## config.mk

```make
export PLATFORM = sky130hd
export DESIGN_NAME = rdm_rd_stream_flat
export DESIGN_NICKNAME = d
export VERILOG_FILES = /design/src/rtl/rdm_rd_stream_if.sv /design/src/rtl/rdm_rd_stream.sv /design/src/flat_wrapper.sv
export SDC_FILE = /design/constraint.sdc
export NUM_CORES = 1
export LEC_CHECK = 0
export CORE_AREA = 3 3 511 513
export CTS_BUF_LIST = sky130_fd_sc_hd__clkbuf_2
export CTS_CLUSTER_SIZE = 25
export DETAILED_ROUTE_END_ITERATION = 12
export DIE_AREA = 0 0 514 516
export SLEW_MARGIN = 10
export SYNTH_ARGS = -nofsm -noshare
export SYNTH_HDL_FRONTEND = slang
export SYNTH_SLANG_ARGS = --single-unit
export TNS_END_PERCENT = 50
```

## constraint.sdc

```tcl
create_clock -name sclk -period 26.6 [get_ports sclk]
set_input_delay 2.66 -clock sclk [delete_from_list [all_inputs] [get_ports sclk]]
set_output_delay 2.66 -clock sclk [all_outputs]
set_load 0.01 [all_outputs]
```

## src/rtl/rdm_rd_stream_if.sv

```systemverilog
// ---------------------------------------------------------------------------
// Module      : rdm_rd_stream_if
// Description : Request, SRAM port-B and beat-stream signals of the RDM read
//               streamer. The master modport is the streamer's view.
// Revision    : 1.0 - initial release
// ---------------------------------------------------------------------------
`default_nettype none

interface rdm_rd_stream_if #(
  parameter int ADDR_W = 11,
  parameter int WORD_W = 1152,
  parameter int BEAT_W = 128
);
  logic              req_valid;
  logic              req_ready;
  logic [ADDR_W-1:0] req_addr;
  logic [ADDR_W:0]   req_len;
  logic [ADDR_W-1:0] addrb;
  logic              enb;
  logic [WORD_W-1:0] doutb;
  logic              m_valid;
  logic              m_ready;
  logic [BEAT_W-1:0] m_data;
  logic              m_last;
  logic              busy;
  logic              done;

  modport master (
    input  req_valid, req_addr, req_len, doutb, m_ready,
    output req_ready, addrb, enb, m_valid, m_data, m_last, busy, done
  );

  modport slave (
    output req_valid, req_addr, req_len, doutb, m_ready,
    input  req_ready, addrb, enb, m_valid, m_data, m_last, busy, done
  );
endinterface

`default_nettype wire

```

## src/rtl/rdm_rd_stream.sv

```systemverilog
// ---------------------------------------------------------------------------
// Module      : rdm_rd_stream
// Description : Burst reader for the RDM SRAM port B; serialises each word
//               into LSB-first beats on a valid/ready stream.
// Revision    : 1.0 - initial release
// ---------------------------------------------------------------------------
`default_nettype none

module rdm_rd_stream #(
  parameter int ADDR_W = 11,
  parameter int WORD_W = 1152,
  parameter int BEAT_W = 128,
  parameter int RD_LAT = 1
) (
  input  logic            sclk,
  input  logic            rst,
  rdm_rd_stream_if.master bus
);

  localparam int BEATS  = WORD_W / BEAT_W;
  localparam int BIDX_W = $clog2(BEATS);

  localparam logic [BIDX_W-1:0] c_last_beat = BIDX_W'(BEATS - 1);
  localparam logic [BIDX_W-1:0] c_beat_one  = BIDX_W'(1);
  localparam logic [ADDR_W-1:0] c_addr_one  = ADDR_W'(1);
  localparam logic [ADDR_W:0]   c_len_one   = (ADDR_W+1)'(1);
  localparam logic [ADDR_W:0]   c_len_zero  = '0;
  localparam logic [0:0]        c_lat_init  = 1'(RD_LAT - 1);

  localparam logic [1:0] S_IDLE   = 2'd0;
  localparam logic [1:0] S_FETCH  = 2'd1;
  localparam logic [1:0] S_WAIT   = 2'd2;
  localparam logic [1:0] S_STREAM = 2'd3;

  logic [1:0]        state_q,     state_d;
  logic [ADDR_W-1:0] cur_addr_q,  cur_addr_d;
  logic [ADDR_W:0]   remaining_q, remaining_d;
  logic [0:0]        lat_cnt_q,   lat_cnt_d;
  logic [BIDX_W-1:0] beat_idx_q,  beat_idx_d;
  logic [WORD_W-1:0] word_buf_q,  word_buf_d;
  logic [ADDR_W-1:0] addrb_q,     addrb_d;
  logic              enb_q,       enb_d;
  logic              done_q,      done_d;

  always_ff @(posedge sclk) begin
    if (rst) begin
      state_q     <= S_IDLE;
      cur_addr_q  <= '0;
      remaining_q <= '0;
      lat_cnt_q   <= '0;
      beat_idx_q  <= '0;
      addrb_q     <= '0;
      enb_q       <= 1'b0;
      done_q      <= 1'b0;
    end else begin
      state_q     <= state_d;
      cur_addr_q  <= cur_addr_d;
      remaining_q <= remaining_d;
      lat_cnt_q   <= lat_cnt_d;
      beat_idx_q  <= beat_idx_d;
      addrb_q     <= addrb_d;
      enb_q       <= enb_d;
      done_q      <= done_d;
    end
  end

  // The word buffer is only read while streaming, so it needs no reset.
  always_ff @(posedge sclk) begin
    word_buf_q <= word_buf_d;
  end

  // enb/addrb are registered, so they are set on the edge that enters FETCH.
  always_comb begin
    state_d     = state_q;
    cur_addr_d  = cur_addr_q;
    remaining_d = remaining_q;
    lat_cnt_d   = lat_cnt_q;
    beat_idx_d  = beat_idx_q;
    word_buf_d  = word_buf_q;
    addrb_d     = addrb_q;
    enb_d       = 1'b0;
    done_d      = 1'b0;
    case (state_q)
      S_IDLE: begin
        if (bus.req_valid) begin
          cur_addr_d  = bus.req_addr;
          remaining_d = bus.req_len;
          if (bus.req_len == c_len_zero) begin
            done_d = 1'b1;
          end else begin
            state_d = S_FETCH;
            enb_d   = 1'b1;
            addrb_d = bus.req_addr;
          end
        end
      end
      S_FETCH: begin
        state_d   = S_WAIT;
        lat_cnt_d = c_lat_init;
      end
      S_WAIT: begin
        if (lat_cnt_q == 1'b0) begin
          word_buf_d = bus.doutb;
          beat_idx_d = '0;
          state_d    = S_STREAM;
        end else begin
          lat_cnt_d = lat_cnt_q - 1'b1;
        end
      end
      default: begin
        if (bus.m_ready) begin
          if (beat_idx_q == c_last_beat) begin
            if (remaining_q > c_len_one) begin
              remaining_d = remaining_q - c_len_one;
              cur_addr_d  = cur_addr_q + c_addr_one;
              addrb_d     = cur_addr_q + c_addr_one;
              enb_d       = 1'b1;
              state_d     = S_FETCH;
            end else begin
              done_d  = 1'b1;
              state_d = S_IDLE;
            end
          end else begin
            beat_idx_d = beat_idx_q + c_beat_one;
          end
        end
      end
    endcase
  end

  always_comb begin
    bus.req_ready = (state_q == S_IDLE);
    bus.busy      = (state_q != S_IDLE);
    bus.m_valid   = (state_q == S_STREAM);
    bus.m_data    = '0;
    if (state_q == S_STREAM) begin
      bus.m_data = word_buf_q[beat_idx_q*BEAT_W +: BEAT_W];
    end
    bus.m_last    = (state_q == S_STREAM) && (beat_idx_q == c_last_beat) &&
                    (remaining_q == c_len_one);
    bus.addrb     = addrb_q;
    bus.enb       = enb_q;
    bus.done      = done_q;
  end

endmodule

`default_nettype wire

```

## src/flat_wrapper.sv

```systemverilog
// flat-port wrapper written by rule: the top's interface ports become plain ports
module rdm_rd_stream_flat 
#(
  parameter int ADDR_W = 11,
  parameter int WORD_W = 1152,
  parameter int BEAT_W = 128,
  parameter int RD_LAT = 1
)
  (sclk, rst, bus_req_valid, bus_req_addr, bus_req_len, bus_doutb, bus_m_ready, bus_req_ready, bus_addrb, bus_enb, bus_m_valid, bus_m_data, bus_m_last, bus_busy, bus_done);
  rdm_rd_stream_if #(.ADDR_W(ADDR_W), .WORD_W(WORD_W), .BEAT_W(BEAT_W)) bus_i ();
  input  logic sclk;
  input  logic rst;
  input wire logic [$bits(bus_i.req_valid)-1:0] bus_req_valid;
  input wire logic [$bits(bus_i.req_addr)-1:0] bus_req_addr;
  input wire logic [$bits(bus_i.req_len)-1:0] bus_req_len;
  input wire logic [$bits(bus_i.doutb)-1:0] bus_doutb;
  input wire logic [$bits(bus_i.m_ready)-1:0] bus_m_ready;
  output wire logic [$bits(bus_i.req_ready)-1:0] bus_req_ready;
  output wire logic [$bits(bus_i.addrb)-1:0] bus_addrb;
  output wire logic [$bits(bus_i.enb)-1:0] bus_enb;
  output wire logic [$bits(bus_i.m_valid)-1:0] bus_m_valid;
  output wire logic [$bits(bus_i.m_data)-1:0] bus_m_data;
  output wire logic [$bits(bus_i.m_last)-1:0] bus_m_last;
  output wire logic [$bits(bus_i.busy)-1:0] bus_busy;
  output wire logic [$bits(bus_i.done)-1:0] bus_done;
  assign bus_i.req_valid = bus_req_valid;
  assign bus_i.req_addr = bus_req_addr;
  assign bus_i.req_len = bus_req_len;
  assign bus_i.doutb = bus_doutb;
  assign bus_i.m_ready = bus_m_ready;
  assign bus_req_ready = bus_i.req_ready;
  assign bus_addrb = bus_i.addrb;
  assign bus_enb = bus_i.enb;
  assign bus_m_valid = bus_i.m_valid;
  assign bus_m_data = bus_i.m_data;
  assign bus_m_last = bus_i.m_last;
  assign bus_busy = bus_i.busy;
  assign bus_done = bus_i.done;
  rdm_rd_stream #(.ADDR_W(ADDR_W), .WORD_W(WORD_W), .BEAT_W(BEAT_W), .RD_LAT(RD_LAT)) u_core (.sclk(sclk), .rst(rst), .bus(bus_i));
endmodule
```

After elaboration in Yosys (flattened, before gate mapping):

Cells that the tools add are included.

* $lt $le $gt $ge: 1
* equality and inequality tests: 9
* reduce and logical (&&, ||, !) cells: 19
* shifts and indexed selects: 1
* muxes and demuxes: 39
* add/sub/neg operators: 4
* bitwise gates (word level): 3

Operators by type and width (number)
* 1152-bit by 12-bit indexed part select with 128-bit output: 1
* 128-bit 2-to-1 mux: 1
* 11-bit 2-to-1 mux: 6
* 12-bit 2-to-1 mux: 4
* 11-bit case mux with 2 select lines: 2
* 12-bit case mux with 2 select lines: 1
* 12-bit by 1-bit == test with 1-bit output, second input constant: 1
* 12-bit by 1-bit > comparator with 1-bit output, second input constant: 1
* 12-bit logical NOT: 1
* 1-bit 2-to-1 mux: 12
* 4-bit 2-to-1 mux: 3
* 2-bit nonzero test: 6
* 12-bit by 1-bit subtractor with 12-bit output, second input constant: 1
* 11-bit by 1-bit adder with 11-bit output, second input constant: 1
* 2-bit 2-to-1 mux: 5
* 5-bit AND reduction: 2
* 2-bit != test, second input constant: 4
* 4-bit case mux with 2 select lines: 1
* 4-bit nonzero test: 2
* 1-bit case mux with 2 select lines: 3
* 2-bit case mux with 3 select lines: 1
* 6-bit AND reduction: 1
* 4-bit by 1-bit adder with 4-bit output, second input constant: 1
* 2-bit == test, second input constant: 2
* other kinds (9): 13

* register bits after elaboration: 1195
* output and inout port bits: 145
* input bits: 1179

Depth between registers and ports, before layout:

Gate-level depths: netlist (run 1).

* depth in word-level cells: 5
* depth in mapped cells: 12
* gate-level depth less buffers: 7

Least setup slack after synthesis (run 1):

Ideal clock, no wire load.

* path kind: register to register
* start: reg u_core.state_q[0]
* end: reg u_core.beat_idx_q[1]
* slack: -2729 ps
* library setup time: 145 ps
* buffers on the path: 0
* cell stages (with the launch flop): 7
* required time: 26455 ps
* period minus slack after synthesis: 29329 ps
* data arrival time: 29184 ps
* cell sequence: dfxtp_1 -> inv_1 -> ha_1 -> a21oi_1 -> nor3_1 -> mux2i_1 -> nor2_1

* longest elaborated chain between the ends: 4
* elaborated cells between the ends (all ways): 10
* those cells by class: eq/ne (4); mux (1); bitwise (1); reduce/logical (4)

Ends and longest elaborated chain
* start: declaration: line rdm_rd_stream.sv:35 `logic [1:0] state_q, state_d;`
* start signal: assignment: line rdm_rd_stream.sv:56 `state_q <= state_d;`
* 2-bit by 1-bit == test with 1-bit output or 2-bit logical NOT (tied branches): line rdm_rd_stream.sv:83 `case (state_q)`
* 2-bit OR reduction (no line)
* 1-bit inverter (no line)
* 4-bit AND reduction (no line)
* end signal: assignment: line rdm_rd_stream.sv:60 `beat_idx_q <= beat_idx_d;`
* end: declaration: line rdm_rd_stream.sv:39 `logic [BIDX_W-1:0] beat_idx_q, beat_idx_d;`

Parallel ways exist; a longest one is shown, timed or not.
A chain may end at the register's enable or synchronous reset.

Worst setup path in the final report (run 1):

* start: reg u_core.beat_idx_q[0]
* end: out bus_m_data[72]

* longest elaborated chain between the ends: 2

Ends and longest elaborated chain
* 1152-bit by 12-bit indexed part select with 128-bit output: line rdm_rd_stream.sv:137 `bus.m_data = word_buf_q[beat_idx_q*BEAT_W +: BEAT_W];`
* 128-bit 2-to-1 mux: line rdm_rd_stream.sv:136 `if (state_q == S_STREAM) begin`
* end: declaration: line flat_wrapper.sv:22 `output wire logic [$bits(bus_i.m_data)-1:0] bus_m_data;`

No other way between the ends.

==> reports/qor.txt, run 1 <==
outcome - finished clean
FP Rows - 186
Leak - 21.0 nW
Slowest-stage cell, CP - buf_4
CTS tree - yes
DP HPWL - 166000 um
core box area - 257000 um^2
hold crit path type - register to register
post-CTS setup buffers - 0
Seq. cell area - 35400 um^2
Synth Cell Area - 47600 um^2
Slew headroom - 0.176
fill cell count - 26300
worst path cell trace - buf_4 -> buf_12 -> buf_4 -> buf_4 -> mux2_2 -> nand2_1 -> a32oi_1 -> a32o_1 -> clkdlybuf4s50_1
Post-CTS Resized - 0
Worst Tran Pin Value - 1.24 ns
GR Overflow Total - 0
mux share of post-synthesis cell area - 0.112
Routed Wire Length - 219000 um
syn_nets - 4001
hold slack - 0.462 ns
Ports - 1324
Worst Hold Depth - 2
CP max FO - 95
cell with the most instances after synthesis - edfxtp_1
Initial Util - 0.186
Detailed Route Iter0 Violations - 3311
top post-synthesis cells by area - edfxtp_1, mux2i_1, mux2_2, a32o_1, a32oi_1
Final Slew Violations - 0
final setup vio count - 0
number of unique standard cell types used by synthesis - 56
area occupied by multi-input gates - 11300 um^2
setup TNS - 0 ns
critical path depth in cells - 9
largest family of logic cells by synthesized area - multiplexers
ys async rst share - 0
DRC - 0
htree depth - 5
WP data arrival - 6.53 ns
CP bufs+invs - 5
Die Area - 265000 um^2
Startpoint Class - register
dominant synthesized flop cell - edfxtp_1
fraction of layout cells with a size suffix above 1 - 0.155
clock latency on the worst-skew pair - 1.71 ns
first-pass GRT wire length - 287000 um
gpl congestion - 0.921
Peak VDD IR - 0.0545 mV
initial antenna violation count - 81
CTS Buf Count - 330
Pre-antenna DRT Iters - 5
synth cell count leaders - edfxtp_1, mux2i_1, nand2_1
root cell of the clock tree - clkbuf_2
synth warn - 0
final worst-path cycle share - 0.345
CTS Buffer Depth - 4
Fin. Hold Viols - 0
WL/cell - 27.4 um
final antenna-violating net count - 0
largest net degree at the start of global routing - 149
Die H - 516 um
EDFF count, synth - 1152
Fmax achieved - 0.109 GHz
Worst Path Required - 23.94 ns
synthesized area per cell - 16.9 um^2
Die W - 514 um
Crit Path Class - register to output pin
area leader, netlist - edfxtp_1
complex-gate fraction of the synthesized area - 0.0826
via count of the first global-routing pass - 34400
fin crit period - 9.19 ns
Largest stage delay, worst path - 0.69 ns
via count - 33800
GRT Total Usage - 0.156
Layout area overhead - 42.3%
vias per cell - 4.24
Synth Register Bits - 1194
port bufs - 1323
Worst Skew - 0.250 ns
Max Cap Viol - 0
part of the Yosys area used for sequential elements - 0.744
unrepaired setup endpoints after global routing - false
hold_buf cts - 0
Yosys top cell area share - 0.726
pwr/cell area - 83.6 nW/um^2
Clock Sinks - 1194
Synth Area in XOR/XNOR - 0.00147
Syn Inst Count - 2813
clk slew on worst S/H paths - 0.10 ns
crit end category - output pin
CP delay by family, top - buffers and inverters
final net count - 5496
reg2reg path depth - 8
most used cell, CP - buf_4
adder-cell area share of the yosys netlist - 0.00236
simple-gate area share of the yosys netlist - 0.0385
## worst reg2reg max path, stage by stage (launching register included)
cell and delay, ns:
dfxtp_1 0.35, inv_1 0.13, ha_4 0.57, buf_4 0.80, buf_4 0.87, buf_4 0.64
buf_4 0.78, buf_4 0.90, buf_4 0.98
## placed cells by master, fill, tap and decap left out, types with 7 or more instances in the layout
cell type and instances:
o21ai_1 7, nor3_1 8, mux2_2 128, o21ai_0 17, clkbuf_2 470, bufinv_16 8, a21oi_1 29, nor2_1 31
clkinv_1 64, a32o_1 129, diode_2 27, buf_4 38, nand2_1 179, inv_1 12, ha_1 8, o211ai_1 128
edfxtp_1 1152, dfxtp_1 39, mux2i_1 389, nand3_1 143, clkinv_2 14, a32oi_1 130, clkdlybuf4s50_1 1323
## power by group
part	leakage (nW)	internal (mW)	total (mW)	switching, mW
Clock	2.30	0.559	1.40	0.842
Sequential	10.8	2.59	2.78	0.195
Combinational	7.88	0.582	1.49	0.907
Total	21.0	3.73	5.67	1.94
## sequential cells by signal (all words and copies together) (netlist names)
signal              cells
u_core.beat_idx_q       4
u_core.bus.addrb       11
u_core.bus.done         1
u_core.bus.enb          1
u_core.cur_addr_q      11
u_core.remaining_q     12
u_core.state_q          2
u_core.word_buf_q    1152
## per-layer routing
layer	global-route usage	vias to the layer above	share of wire
met2	0.255	2044	0.47
met1	0.182	16500	0.39
met3	0.0568	477	0.097
li1	-	14700	-
met4	0.0717	68	0.045
met5	0	-	0.0021
## final timing paths
check	startpoint	end	slack, ns
min reg2reg	u_core.bus.addrb[2]$_SDFFE_PP0P_	u_core.bus.addrb[2]$_SDFFE_PP0P_	0.46
max	u_core.beat_idx_q[0]$_SDFFE_PP0P_	bus_m_data[72]	17.41
min	u_core.bus.addrb[2]$_SDFFE_PP0P_	u_core.bus.addrb[2]$_SDFFE_PP0P_	0.46
max reg2reg	u_core.state_q[0]$_SDFFE_PP0P_	u_core.word_buf_q[75]$_DFFE_PP_	20.28
## area by class of cell
class                      instances  share of cell area
clock buffer                     470              0.0347
inverter                          13            0.000720
timing repair buffer            1367               0.201
antenna                           27            0.000996
tap                             3384              0.0624
sequential                      1194               0.523
clock inverter                   106              0.0103
multi-input combinational       1402               0.167
## kinds of logic after synthesis
group,count (synthesis)
compound gates,469
xor+xnor,8
fa+ha+maj,9
buf+inv,217
flops,1194
mux,517
simple gates,399
## through the flow
stage	instance area (um^2)	setup slack, ns	total power, mW	utilization	std cells
after floorplan	47600	10.50	3.93	-	2813
after global placement	64700	19.07	4.31	0.252	7360
after detailed placement	64700	19.01	4.33	0.252	7360
after CTS	67700	17.00	5.77	0.264	7936
after global routing	67800	16.96	5.97	0.264	7947
final	67800	17.41	5.67	0.264	7963
Note: power is estimated with default switching activity, not from simulation.
==> run 2, diff against run 1 <==
clock period = 8.6 ns   (was 26.6 ns; I/O delays follow)
==> reports/qor.txt, run 2 <==
outcome - aborted with a tool error
Last stage - 4_1_cts
Error - [ERROR RSZ-0060] Max buffer count reached.
Synth Area in XOR/XNOR - 0.00147
port bufs - 1323
hold_buf cts - 1593
synth cell count leaders - edfxtp_1, mux2i_1, nand2_1
number of unique standard cell types used by synthesis - 56
FP Rows - 186
CTS Buf Count - 338
post-CTS setup buffers - 0
Synth Cell Area - 47600 um^2
htree depth - 5
Die H - 516 um
top post-synthesis cells by area - edfxtp_1, mux2i_1, mux2_2, a32o_1, a32oi_1
Yosys top cell area share - 0.726
root cell of the clock tree - clkbuf_2
Clock Sinks - 1194
Post-CTS Resized - 0
area leader, netlist - edfxtp_1
adder-cell area share of the yosys netlist - 0.00236
Initial Util - 0.186
ys async rst share - 0
Synth Register Bits - 1194
cell with the most instances after synthesis - edfxtp_1
complex-gate fraction of the synthesized area - 0.0826
CTS Buffer Depth - 4
DP HPWL - 171000 um
Die W - 514 um
largest family of logic cells by synthesized area - multiplexers
syn_nets - 4001
synthesized area per cell - 16.9 um^2
placed cell count - 7359
Ports - 1324
simple-gate area share of the yosys netlist - 0.0385
Syn Inst Count - 2813
dominant synthesized flop cell - edfxtp_1
Place WS - 3.55 ns
synth warn - 0
EDFF count, synth - 1152
gpl congestion - 0.910
mux share of post-synthesis cell area - 0.112
part of the Yosys area used for sequential elements - 0.744
==> run 2: stage by stage <==
stage | cell area, um^2 | TNS (ns) | util | hold WS, ns
2_1_floorplan | 47700 | -536.24 | - | 0.445
3_5_place_dp | 64800 | 0 | 0.252 | 0.448
3_3_place_gp | 64800 | 0 | 0.252 | 0.449
==> run 2: logic make-up after synthesis <==
| family | after synthesis |
|---|---|
| flops | 1194 |
| mux | 517 |
| compound gates | 469 |
| simple gates | 399 |
| buf+inv | 217 |
| fa+ha+maj | 9 |
| xor+xnor | 8 |
==> run 3, diff against run 2 <==
CORE_AREA = 3 3 507 509   (was 3 3 511 513)
CTS_BUF_LIST = unset   (was sky130_fd_sc_hd__clkbuf_2)
CTS_CLUSTER_SIZE = unset   (was 25)
DIE_AREA = 0 0 510 512   (was 0 0 514 516)
PLACE_DENSITY_LB_ADDON = 0.15   (was unset)
==> reports/qor.txt, run 3 (synthesis gave the netlist of run 1 again) <==
Slew headroom - 0.128
Die H - 512 um
worst path cell trace - buf_12 -> buf_4 -> mux2_2 -> nand3_1 -> o211ai_1 -> a32o_1 -> clkdlybuf4s50_1
Die Area - 261000 um^2
CTS tree - yes
final antenna-violating net count - 0
hold crit path type - register to register
Startpoint Class - register
CTS Buf Count - 152
WL/cell - 27.8 um
Clock Sinks - 1194
Routed Wire Length - 213000 um
Max Cap Viol - 0
Reg2Reg Setup Slack - 5.34 ns
core box area - 253000 um^2
clk slew on worst S/H paths - 0.06 ns
final worst-path cycle share - 0.653
pwr/cell area - 277 nW/um^2
Top Usage Layer GRT - met2
Final Slew Violations - 0
Crit Path Class - register to output pin
via count - 31600
met1 Usage GRT - 0.180
first-pass GRT wire length - 282000 um
via count of the first global-routing pass - 32700
CP delay by family, top - buffers and inverters
hold_buf cts - 0
Largest stage delay, worst path - 0.90 ns
Logic pwr share - 0.236
fraction of layout cells with a size suffix above 1 - 0.0960
GRT met2 Usage - 0.268
CP max FO - 110
Post-CTS Resized - 0
DRC - 0
clock latency on the worst-skew pair - 0.81 ns
Seq. cell area - 35400 um^2
met3 usage - 0.0609
CTS Buffer Depth - 3
GRT Total Usage - 0.156
htree depth - 4
Net Sw Power - 5.96 mW
Place WS - 3.70 ns
Biggest register - u_core.word_buf_q
outcome - finished clean
Slowest-stage cell, CP - dfxtp_4
Worst Skew - 0.0518 ns
worst setup margin - 2.99 ns
final setup vio count - 0
most common cell after layout, fill and taps aside - clkdlybuf4s50_1
Initial Util - 0.188
Fin. Hold Viols - 0
top flop regs - u_core.word_buf_q x1152, u_core.remaining_q x12
Flop pwr share - 0.442
unrepaired setup endpoints after global routing - false
post-CTS setup buffers - 0
Worst Path Required - 7.74 ns
Die W - 510 um
most frequent cells in the layout - clkdlybuf4s50_1, edfxtp_1, mux2i_1
internal power - 13.3 mW
DP HPWL - 158000 um
fill cell count - 25700
fin crit period - 5.61 ns
Leak - 21.1 nW
root cell of the clock tree - clkbuf_16
gpl congestion - 0.799
Detailed Route Iter0 Violations - 2602
vias per cell - 4.13
Layout area overhead - 46.2%
largest net degree at the start of global routing - 180
crit end category - output pin
max reg flops - 1152
WP data arrival - 4.75 ns
Pre-antenna DRT Iters - 6
FP Rows - 185
final net count - 5321
Worst Tran Pin Value - 1.31 ns
Net Sw Frac - 0.309
setup TNS - 0 ns
Ports - 1324
Peak VDD IR - 0.190 mV
GR Overflow Total - 0
Fmax achieved - 0.178 GHz
port bufs - 1323
CP bufs+invs - 3
area occupied by multi-input gates - 11300 um^2
initial antenna violation count - 141
Clk pwr share - 0.322
-- run 3: worst paths after layout --
check,startpoint,endpoint,cells after the start
worst min register to register,u_core.bus.addrb[5]$_SDFFE_PP0P_,u_core.bus.addrb[5]$_SDFFE_PP0P_,2
worst max-delay path,u_core.beat_idx_q[0]$_SDFFE_PP0P_,bus_m_data[82],7
worst max register to register,u_core.state_q[1]$_SDFFE_PP0P_,u_core.remaining_q[0]$_SDFFE_PP0P_,8
worst min-delay path,u_core.bus.addrb[5]$_SDFFE_PP0P_,u_core.bus.addrb[5]$_SDFFE_PP0P_,2
-- run 3: power by group through the flow --
stage	Clock [mW]	Combinational, mW	Sequential, mW
floorplan	0	2.78	8.89
global placement	0	4.68	8.67
detailed placement	0	4.67	8.67
CTS	6.46	4.69	8.56
global route	6.68	4.97	8.64
finish	6.22	4.56	8.53
-- run 3: tightest hold or removal path: stages, from the launching register on --
cell and delay, ns:
dfxtp_1 0.31, nand2_1 0.05, a21oi_1 0.05
-- run 3: area by class of cell --
| cell class | count | area share |
|---|---|---|
| antenna | 37 | 0.00133 |
| clock buffer | 187 | 0.0571 |
| clock inverter | 86 | 0.0116 |
| inverter | 13 | 0.000700 |
| multi-input combinational | 1402 | 0.163 |
| sequential | 1194 | 0.509 |
| tap | 3366 | 0.0605 |
| timing repair buffer | 1370 | 0.197 |
-- run 3: stage by stage --
| stage | cells | total power, mW | cell area, um^2 | hold slack (ns) | util |
|---|---|---|---|---|---|
| floorplan | 2813 | 11.7 | 47700 | 0.445 | - |
| global placement | 7345 | 13.4 | 64800 | 0.449 | 0.256 |
| detailed placement | 7345 | 13.3 | 64800 | 0.450 | 0.256 |
| CTS | 7618 | 19.7 | 69600 | 0.459 | 0.275 |
| global route | 7635 | 20.3 | 69600 | 0.486 | 0.275 |
| finish | 7655 | 19.3 | 69700 | 0.455 | 0.275 |
-- run 3: layer usage --
metal  share of wire  vias to the layer above
li1                -                    14200
met2            0.49                     1410
met1            0.39                    15500
met3           0.095                      383
met4           0.023                      118
met5          0.0036                        -
